[src/rtl/myproject_mac_requant_pkg.sv]
// Layer constants, FSM encoding and result type shared by the MAC/requant
// blocks of the pruned CNN datapath.
package myproject_mac_requant_pkg;

    localparam int IN_W   = 37;
    localparam int ACC_W  = 44;
    localparam int BIAS_W = 18;
    localparam int OUT_W  = 18;
    localparam int SHIFT  = 14;
    // Two extra bits so the bias add and the rounding constant can never wrap.
    localparam int RQ_W   = ACC_W + 2;

    typedef enum logic [1:0] {
        ST_ACC  = 2'd0,
        ST_RQ   = 2'd1,
        ST_HOLD = 2'd2
    } state_t;

    typedef struct packed {
        logic [OUT_W-1:0] data;
        logic             sat;
    } out_sat_t;

endpackage

[src/rtl/myproject_mac_requant_if.sv]
// Product-in / activation-out handshake bundle of the MAC requantiser.
interface myproject_mac_requant_if;
    import myproject_mac_requant_pkg::*;

    logic                     in_valid;
    logic                     in_ready;
    logic signed [IN_W-1:0]   in_data;
    logic                     in_last;
    logic signed [BIAS_W-1:0] bias;
    logic                     out_valid;
    logic                     out_ready;
    logic signed [OUT_W-1:0]  out_data;
    logic                     out_sat;

    modport master (
        output in_valid, in_data, in_last, bias, out_ready,
        input  in_ready, out_valid, out_data, out_sat
    );

    modport slave (
        input  in_valid, in_data, in_last, bias, out_ready,
        output in_ready, out_valid, out_data, out_sat
    );

endinterface

[src/rtl/myproject_requant_sat.sv]
// Combinational bias add, round-half-up shift and saturation of an
// accumulator to the activation width; shared by all layer accumulators.
module myproject_requant_sat
    import myproject_mac_requant_pkg::*;
(
    input  logic signed [ACC_W-1:0]  acc,
    input  logic signed [BIAS_W-1:0] bias,
    output out_sat_t                 res
);

    localparam logic signed [RQ_W-1:0] RND  = RQ_W'(2**(SHIFT-1));
    localparam logic signed [RQ_W-1:0] MAXV = RQ_W'(2**(OUT_W-1) - 1);
    localparam logic signed [RQ_W-1:0] MINV = ~MAXV;

    function automatic logic signed [RQ_W-1:0] round_shift(input logic signed [RQ_W-1:0] t);
        logic signed [RQ_W-1:0] r;
        r = t + RND;
        return r >>> SHIFT;
    endfunction

    function automatic out_sat_t saturate(input logic signed [RQ_W-1:0] y);
        out_sat_t o;
        if (y > MAXV) begin
            o.data = {1'b0, {(OUT_W-1){1'b1}}};
            o.sat  = 1'b1;
        end else if (y < MINV) begin
            o.data = {1'b1, {(OUT_W-1){1'b0}}};
            o.sat  = 1'b1;
        end else begin
            o.data = y[OUT_W-1:0];
            o.sat  = 1'b0;
        end
        return o;
    endfunction

    logic signed [RQ_W-1:0] acc_x;
    logic signed [RQ_W-1:0] bias_x;
    logic signed [RQ_W-1:0] t;

    // Bias shares the output's fractional bits, so align it to the accumulator.
    assign acc_x  = RQ_W'(acc);
    assign bias_x = RQ_W'(bias) <<< SHIFT;
    assign t      = acc_x + bias_x;
    assign res    = saturate(round_shift(t));

endmodule

[src/rtl/myproject_mac_requant.sv]
// Accumulates signed products for one neuron, then biases, requantises and
// presents the activation through a valid/ready output register.
module myproject_mac_requant
    import myproject_mac_requant_pkg::*;
(
    input  logic                     clk,
    input  logic                     reset,
    input  logic                     ce,
    myproject_mac_requant_if.slave   bus,
    output logic                     acc_ovf
);

    state_t                   state_q;
    state_t                   state_d;
    logic signed [ACC_W-1:0]  acc_p0;
    logic                     first_p0;
    logic signed [BIAS_W-1:0] bias_p0;
    logic signed [OUT_W-1:0]  out_data_p1;
    logic                     out_sat_p1;
    logic                     vld_p1;

    logic signed [IN_W-1:0]   in_data_s;
    logic signed [ACC_W-1:0]  in_x;
    logic signed [ACC_W-1:0]  acc_base;
    logic signed [ACC_W-1:0]  acc_sum;
    logic                     ovf_det;
    logic                     accept;
    logic                     out_hs;
    out_sat_t                 rq;

    assign bus.in_ready  = ce & (state_q == ST_ACC);
    assign bus.out_valid = vld_p1;
    assign bus.out_data  = out_data_p1;
    assign bus.out_sat   = out_sat_p1;

    assign accept    = bus.in_valid & bus.in_ready;
    assign out_hs    = ce & vld_p1 & bus.out_ready & (state_q == ST_HOLD);
    assign in_data_s = bus.in_data;
    assign in_x      = ACC_W'(in_data_s);
    assign acc_base  = first_p0 ? '0 : acc_p0;
    assign acc_sum   = acc_base + in_x;
    // Same-sign operands yielding an opposite-sign sum means the accumulator wrapped.
    assign ovf_det   = (acc_base[ACC_W-1] == in_x[ACC_W-1]) &&
                       (acc_sum[ACC_W-1] != acc_base[ACC_W-1]);

    myproject_requant_sat u_requant_sat (
        .acc  (acc_p0),
        .bias (bias_p0),
        .res  (rq)
    );

    always_ff @(posedge clk or posedge reset) begin
        if (reset) state_q <= ST_ACC;
        else       state_q <= state_d;
    end

    always_comb begin
        state_d = state_q;
        case (state_q)
            ST_ACC:  if (accept && bus.in_last) state_d = ST_RQ;
            ST_RQ:   if (ce) state_d = ST_HOLD;
            ST_HOLD: if (out_hs) state_d = ST_ACC;
            default: state_d = ST_ACC;
        endcase
    end

    // Stage p0: accumulation
    always_ff @(posedge clk or posedge reset) begin
        if (reset) begin
            acc_p0   <= '0;
            first_p0 <= 1'b1;
            acc_ovf  <= 1'b0;
        end else if (accept) begin
            acc_p0   <= acc_sum;
            first_p0 <= bus.in_last;
            if (ovf_det) acc_ovf <= 1'b1;
        end
    end

    always_ff @(posedge clk) begin
        if (accept && bus.in_last) bias_p0 <= bus.bias;
    end

    // Stage p1: requantised output register
    always_ff @(posedge clk or posedge reset) begin
        if (reset) begin
            out_data_p1 <= '0;
            out_sat_p1  <= 1'b0;
            vld_p1      <= 1'b0;
        end else if (ce && state_q == ST_RQ) begin
            out_data_p1 <= rq.data;
            out_sat_p1  <= rq.sat;
            vld_p1      <= 1'b1;
        end else if (out_hs) begin
            vld_p1      <= 1'b0;
        end
    end

endmodule

[src/flat_wrapper.sv]
// flat-port wrapper written by rule: the top's interface ports become plain ports
module myproject_mac_requant_flat import myproject_mac_requant_pkg::*;
  (clk, reset, ce, acc_ovf, bus_in_valid, bus_in_data, bus_in_last, bus_bias, bus_out_ready, bus_in_ready, bus_out_valid, bus_out_data, bus_out_sat);
  myproject_mac_requant_if bus_i ();
  input  logic clk;
  input  logic reset;
  input  logic ce;
  output logic acc_ovf;
  input wire logic [$bits(bus_i.in_valid)-1:0] bus_in_valid;
  input wire logic [$bits(bus_i.in_data)-1:0] bus_in_data;
  input wire logic [$bits(bus_i.in_last)-1:0] bus_in_last;
  input wire logic [$bits(bus_i.bias)-1:0] bus_bias;
  input wire logic [$bits(bus_i.out_ready)-1:0] bus_out_ready;
  output wire logic [$bits(bus_i.in_ready)-1:0] bus_in_ready;
  output wire logic [$bits(bus_i.out_valid)-1:0] bus_out_valid;
  output wire logic [$bits(bus_i.out_data)-1:0] bus_out_data;
  output wire logic [$bits(bus_i.out_sat)-1:0] bus_out_sat;
  assign bus_i.in_valid = bus_in_valid;
  assign bus_i.in_data = bus_in_data;
  assign bus_i.in_last = bus_in_last;
  assign bus_i.bias = bus_bias;
  assign bus_i.out_ready = bus_out_ready;
  assign bus_in_ready = bus_i.in_ready;
  assign bus_out_valid = bus_i.out_valid;
  assign bus_out_data = bus_i.out_data;
  assign bus_out_sat = bus_i.out_sat;
  myproject_mac_requant u_core (.clk(clk), .reset(reset), .ce(ce), .bus(bus_i), .acc_ovf(acc_ovf));
endmodule
[config.mk]
export PLATFORM = sky130hd
export DESIGN_NAME = myproject_mac_requant_flat
export DESIGN_NICKNAME = d
export VERILOG_FILES = /design/src/rtl/myproject_mac_requant_pkg.sv /design/src/rtl/myproject_mac_requant_if.sv /design/src/rtl/myproject_requant_sat.sv /design/src/rtl/myproject_mac_requant.sv /design/src/flat_wrapper.sv
export SDC_FILE = /design/constraint.sdc
export NUM_CORES = 1
export LEC_CHECK = 0
export BUFFER_PORTS_ARGS = -buffer_cell sky130_fd_sc_hd__buf_2
export CAP_MARGIN = 20
export CORE_MARGIN = 3
export CORE_UTILIZATION = 65
export CTS_CLUSTER_SIZE = 25
export DETAILED_ROUTE_END_ITERATION = 10
export GPL_TIMING_DRIVEN = 0
export PLACE_DENSITY = 0.91
export SETUP_SLACK_MARGIN = 0.15
export SLEW_MARGIN = 20
export SYNTH_ARGS = -nofsm -noshare
export SYNTH_HDL_FRONTEND = slang
export SYNTH_HIERARCHICAL = 1
export SYNTH_SLANG_ARGS = --single-unit
[constraint.sdc]
create_clock -name clk -period 5.7 [get_ports clk]
set_input_delay 1.425 -clock clk [delete_from_list [all_inputs] [get_ports clk]]
set_output_delay 1.425 -clock clk [all_outputs]
set_load 0.02 [all_outputs]
==> results.toml <==
[layout]
final_core_util = 0.7498
final_nets = 1146
antenna_cells = 0
area_growth_pct = 12.07
drive_above_1_share = 0.1429
n_fill_cell = 857

[grt]
grt_start_max_net_pins = 51
antenna_found_initial = 0
grt_use_total = 0.3086
grt_overflow = 0
grt_pass1_vias = 6902
grt_pass1_wl_mm = 32.94

[pwr]
p_int_w = 0.002574
pwr-share-seq = 0.209
p_total_w = 0.005076
clkPwrFrac = 0.124
peakVddDrop_v = 0.0002736
pwr-share-comb = 0.667
swShare = 0.4928
leakage_nw = 3.953
power.switching_w = 0.002501
powerDensity_nw_per_um2 = 587.8

[sta]
rsz0062_at_grt = "no"
period_minus_slack_ps = 4616
skew_ps = 9.233
maxClockFrequency_mhz = 216.6
tightest_slew_ps = 911.1
final.setup.worst_slack_ps = 1084
drv_slew = 0
setup_viol = 0
final.setup.tns_ps = 0
finalCritPeriodShare = 0.8098
hold_viol = 0
slew-limit-headroom = 0.3926

[die]
start_util = 0.6691
ios = 83
dieWidth_um = 114.9
die_area_um2 = 13200
die_h_um = 114.9
core_area_um2 = 11520
rows = 39

[yosys]
avgSynthCellArea_um2 = 8.411
async_flop_share = 0.7907
ys_ff_latch = 86
synthFlopType = "dfrtp_1"
syn_nets = 1052
synth-seq-area-share = 0.2912
synthCells = 916
yosysWarnings = 6
synth_edf_count = 18
synth_cell_types = 71
syn_area_um2 = 7705

[route]
vias_per_cell = 6.328
drt_iter0_markers = 626
post_drt_wl_per_cell_um = 17.30
drc = 0
first_pass_iters = 5
routed_wl_mm = 20.03
ant_nets = 0
num_vias = 7328

[place]
gp_congestion = 0.9335
pre_cts_ws_ps = 1195
portBuffers = 82
place_hpwl_mm = 15.30

[setup_path]
crit_slowest_cell = "edfxtp_1"
critPathRequiredTime_ps = 5940
path_class = "reg -> reg"
crit_chain = "ha_1, nand4_1, nor4_1, o2111ai_1, nand3_2, a21oi_1, xnor2_1, or3_1, a211o_1, o31ai_4, buf_6, o211ai_1, mux2_2"
path_max_fanout = 13
critPathTopFamily = "simple AND/OR/NAND/NOR gates"
worst-path-buf-inv = 1
critPathArrivalTime_ps = 4850
crit_path_end_kind = "register"
max_stage_delay_ps = 620
startpoint_type = "register"

[clocking]
post-cts-setup-buffers = 0
root_buffer = "clkbuf_16"
cts_tree = "done"
clk_latency_ps = 360
ctsResizeCount = 0
holdBufCountCts = 0
cts_buffer_depth = 2
htreeDepth = 3
numCtsBuffers = 9
cts.sinks = 86
clk_pin_slew_worst_paths_ps = 70

[status]
status = "finished clean"

[hold_path]
hold_path.class = "reg -> reg"

[run]
drv_cap = 0
==> stage by stage <==
stage / instance area, um2 / hold slack, ps / instances
CTS: 8633 / 471.3 / 1158
global route: 8635 / 493.2 / 1158
global placement: 8294 / 451.8 / 1141
floorplan: 7705 / 437.9 / 916
detailed placement: 8324 / 454.4 / 1142
finish: 8635 / 468.3 / 1158
==> cell usage after synthesis (26+ instances only) <==
master    number  area (um2)
a21o_1        33       247.7
a21oi_1       92       460.4
clkbuf_1      29       108.9
dfrtp_1       67        1677
ha_1          73       913.4
inv_1         26       97.59
nand2_1      118       442.9
nor2_1        33       123.9
nor2b_1       59       369.1
o21ai_0       82       410.4
xnor2_1       32       280.3
xor2_1        34       297.8
==> state kept, by name, indices dropped and copies added (netlist names) <==
register and cells:
u_core/acc_ovf 1, u_core/acc_p0 44, u_core/bias_p0 18, u_core/bus.out_data 18, u_core/bus.out_sat 1, u_core/bus.out_valid 1, u_core/first_p0 1, u_core/state_q 2
==> cell families after synthesis <==
group,share of synthesized area
muxes,0.02777
and+or+nand+nor,0.1962
AOI/OAI and AO/OA,0.2540
buffers and inverters,0.03215
DFF,0.2912
xor gates and xnor gates,0.07503
adders and majority gates,0.1237
==> final cells by class <==
class                   instances  area (um2)  area share
flip-flops and latches         86        2243      0.2598
repair buffers                 83       437.9     0.05072
plain buffers                  35       150.1     0.01739
clock inverters                 7       83.83    0.009709
clock buffers                   9       225.2     0.02608
well taps                     143       178.9     0.02072
multi-input cells             769        5215      0.6040
inverters                      26       100.1     0.01159
==> power groups by stage <==
stage	clock network [W]	logic (W)	registers, W
3_5_place_dp	0	0.00329	0.00106
3_3_place_gp	0	0.00318	0.00105
2_1_floorplan	0	0.00252	0.00108
6_report	0.000630	0.00339	0.00106
5_1_grt	0.000660	0.00375	0.00109
4_1_cts	0.000642	0.00332	0.00106
==> layout by cell type, fill, tap and decap left out, types with 4 or more instances in the layout <==
cell type	instances
a21o_1	33
nor2_1	33
nand4_1	15
o21bai_1	12
a21oi_1	92
o21a_1	9
a31oi_1	7
inv_1	25
and3_1	5
o21ai_0	82
a221o_1	4
or3_1	5
nor4_1	4
a22oi_1	4
buf_2	84
clkbuf_16	9
mux2_2	19
ha_1	73
xor2_1	34
xnor2_1	32
nor2b_1	59
a211oi_1	4
and2_1	6
o21ai_1	12
and4_1	6
clkbuf_1	29
or2_2	4
edfxtp_1	18
inv_6	4
nor3_1	12
o211ai_1	15
nand3_1	19
dfrtp_1	67
nand2_1	118
==> final timing paths <==
kind | start | end | slack [ps] | depth (start not counted)
setup reg to reg | u_core/bias_p0[17]$_DFFE_PP_ | u_core/bus.out_data[7]$_DFFE_PP0P_ | 1080 | 13
max in group asynchronous | reset | u_core/first_p0$_DFFE_PP1P_ | 4090 | 3
hold / removal | u_core/acc_ovf$_DFFE_PP0P_ | u_core/acc_ovf$_DFFE_PP0P_ | 470 | 1
min in group asynchronous | reset | u_core/bus.out_data[11]$_DFFE_PP0P_ | 1010 | 2
hold reg to reg | u_core/acc_ovf$_DFFE_PP0P_ | u_core/acc_ovf$_DFFE_PP0P_ | 470 | 1
setup / recovery | u_core/bias_p0[17]$_DFFE_PP_ | u_core/bus.out_data[7]$_DFFE_PP0P_ | 1080 | 13
==> metal layers <==
layer | share of wire | vias up | GRT usage | wire (um)
li1 | - | 3527 | - | -
met1 | 0.43 | 3499 | 0.3938 | 8615
met2 | 0.49 | 262 | 0.5324 | 9857
met3 | 0.057 | 40 | 0.06053 | 1136
met4 | 0.021 | 0 | 0.08920 | 423
met5 | 0 | - | 0 | 0
Power figures use the tool's default switching activity.
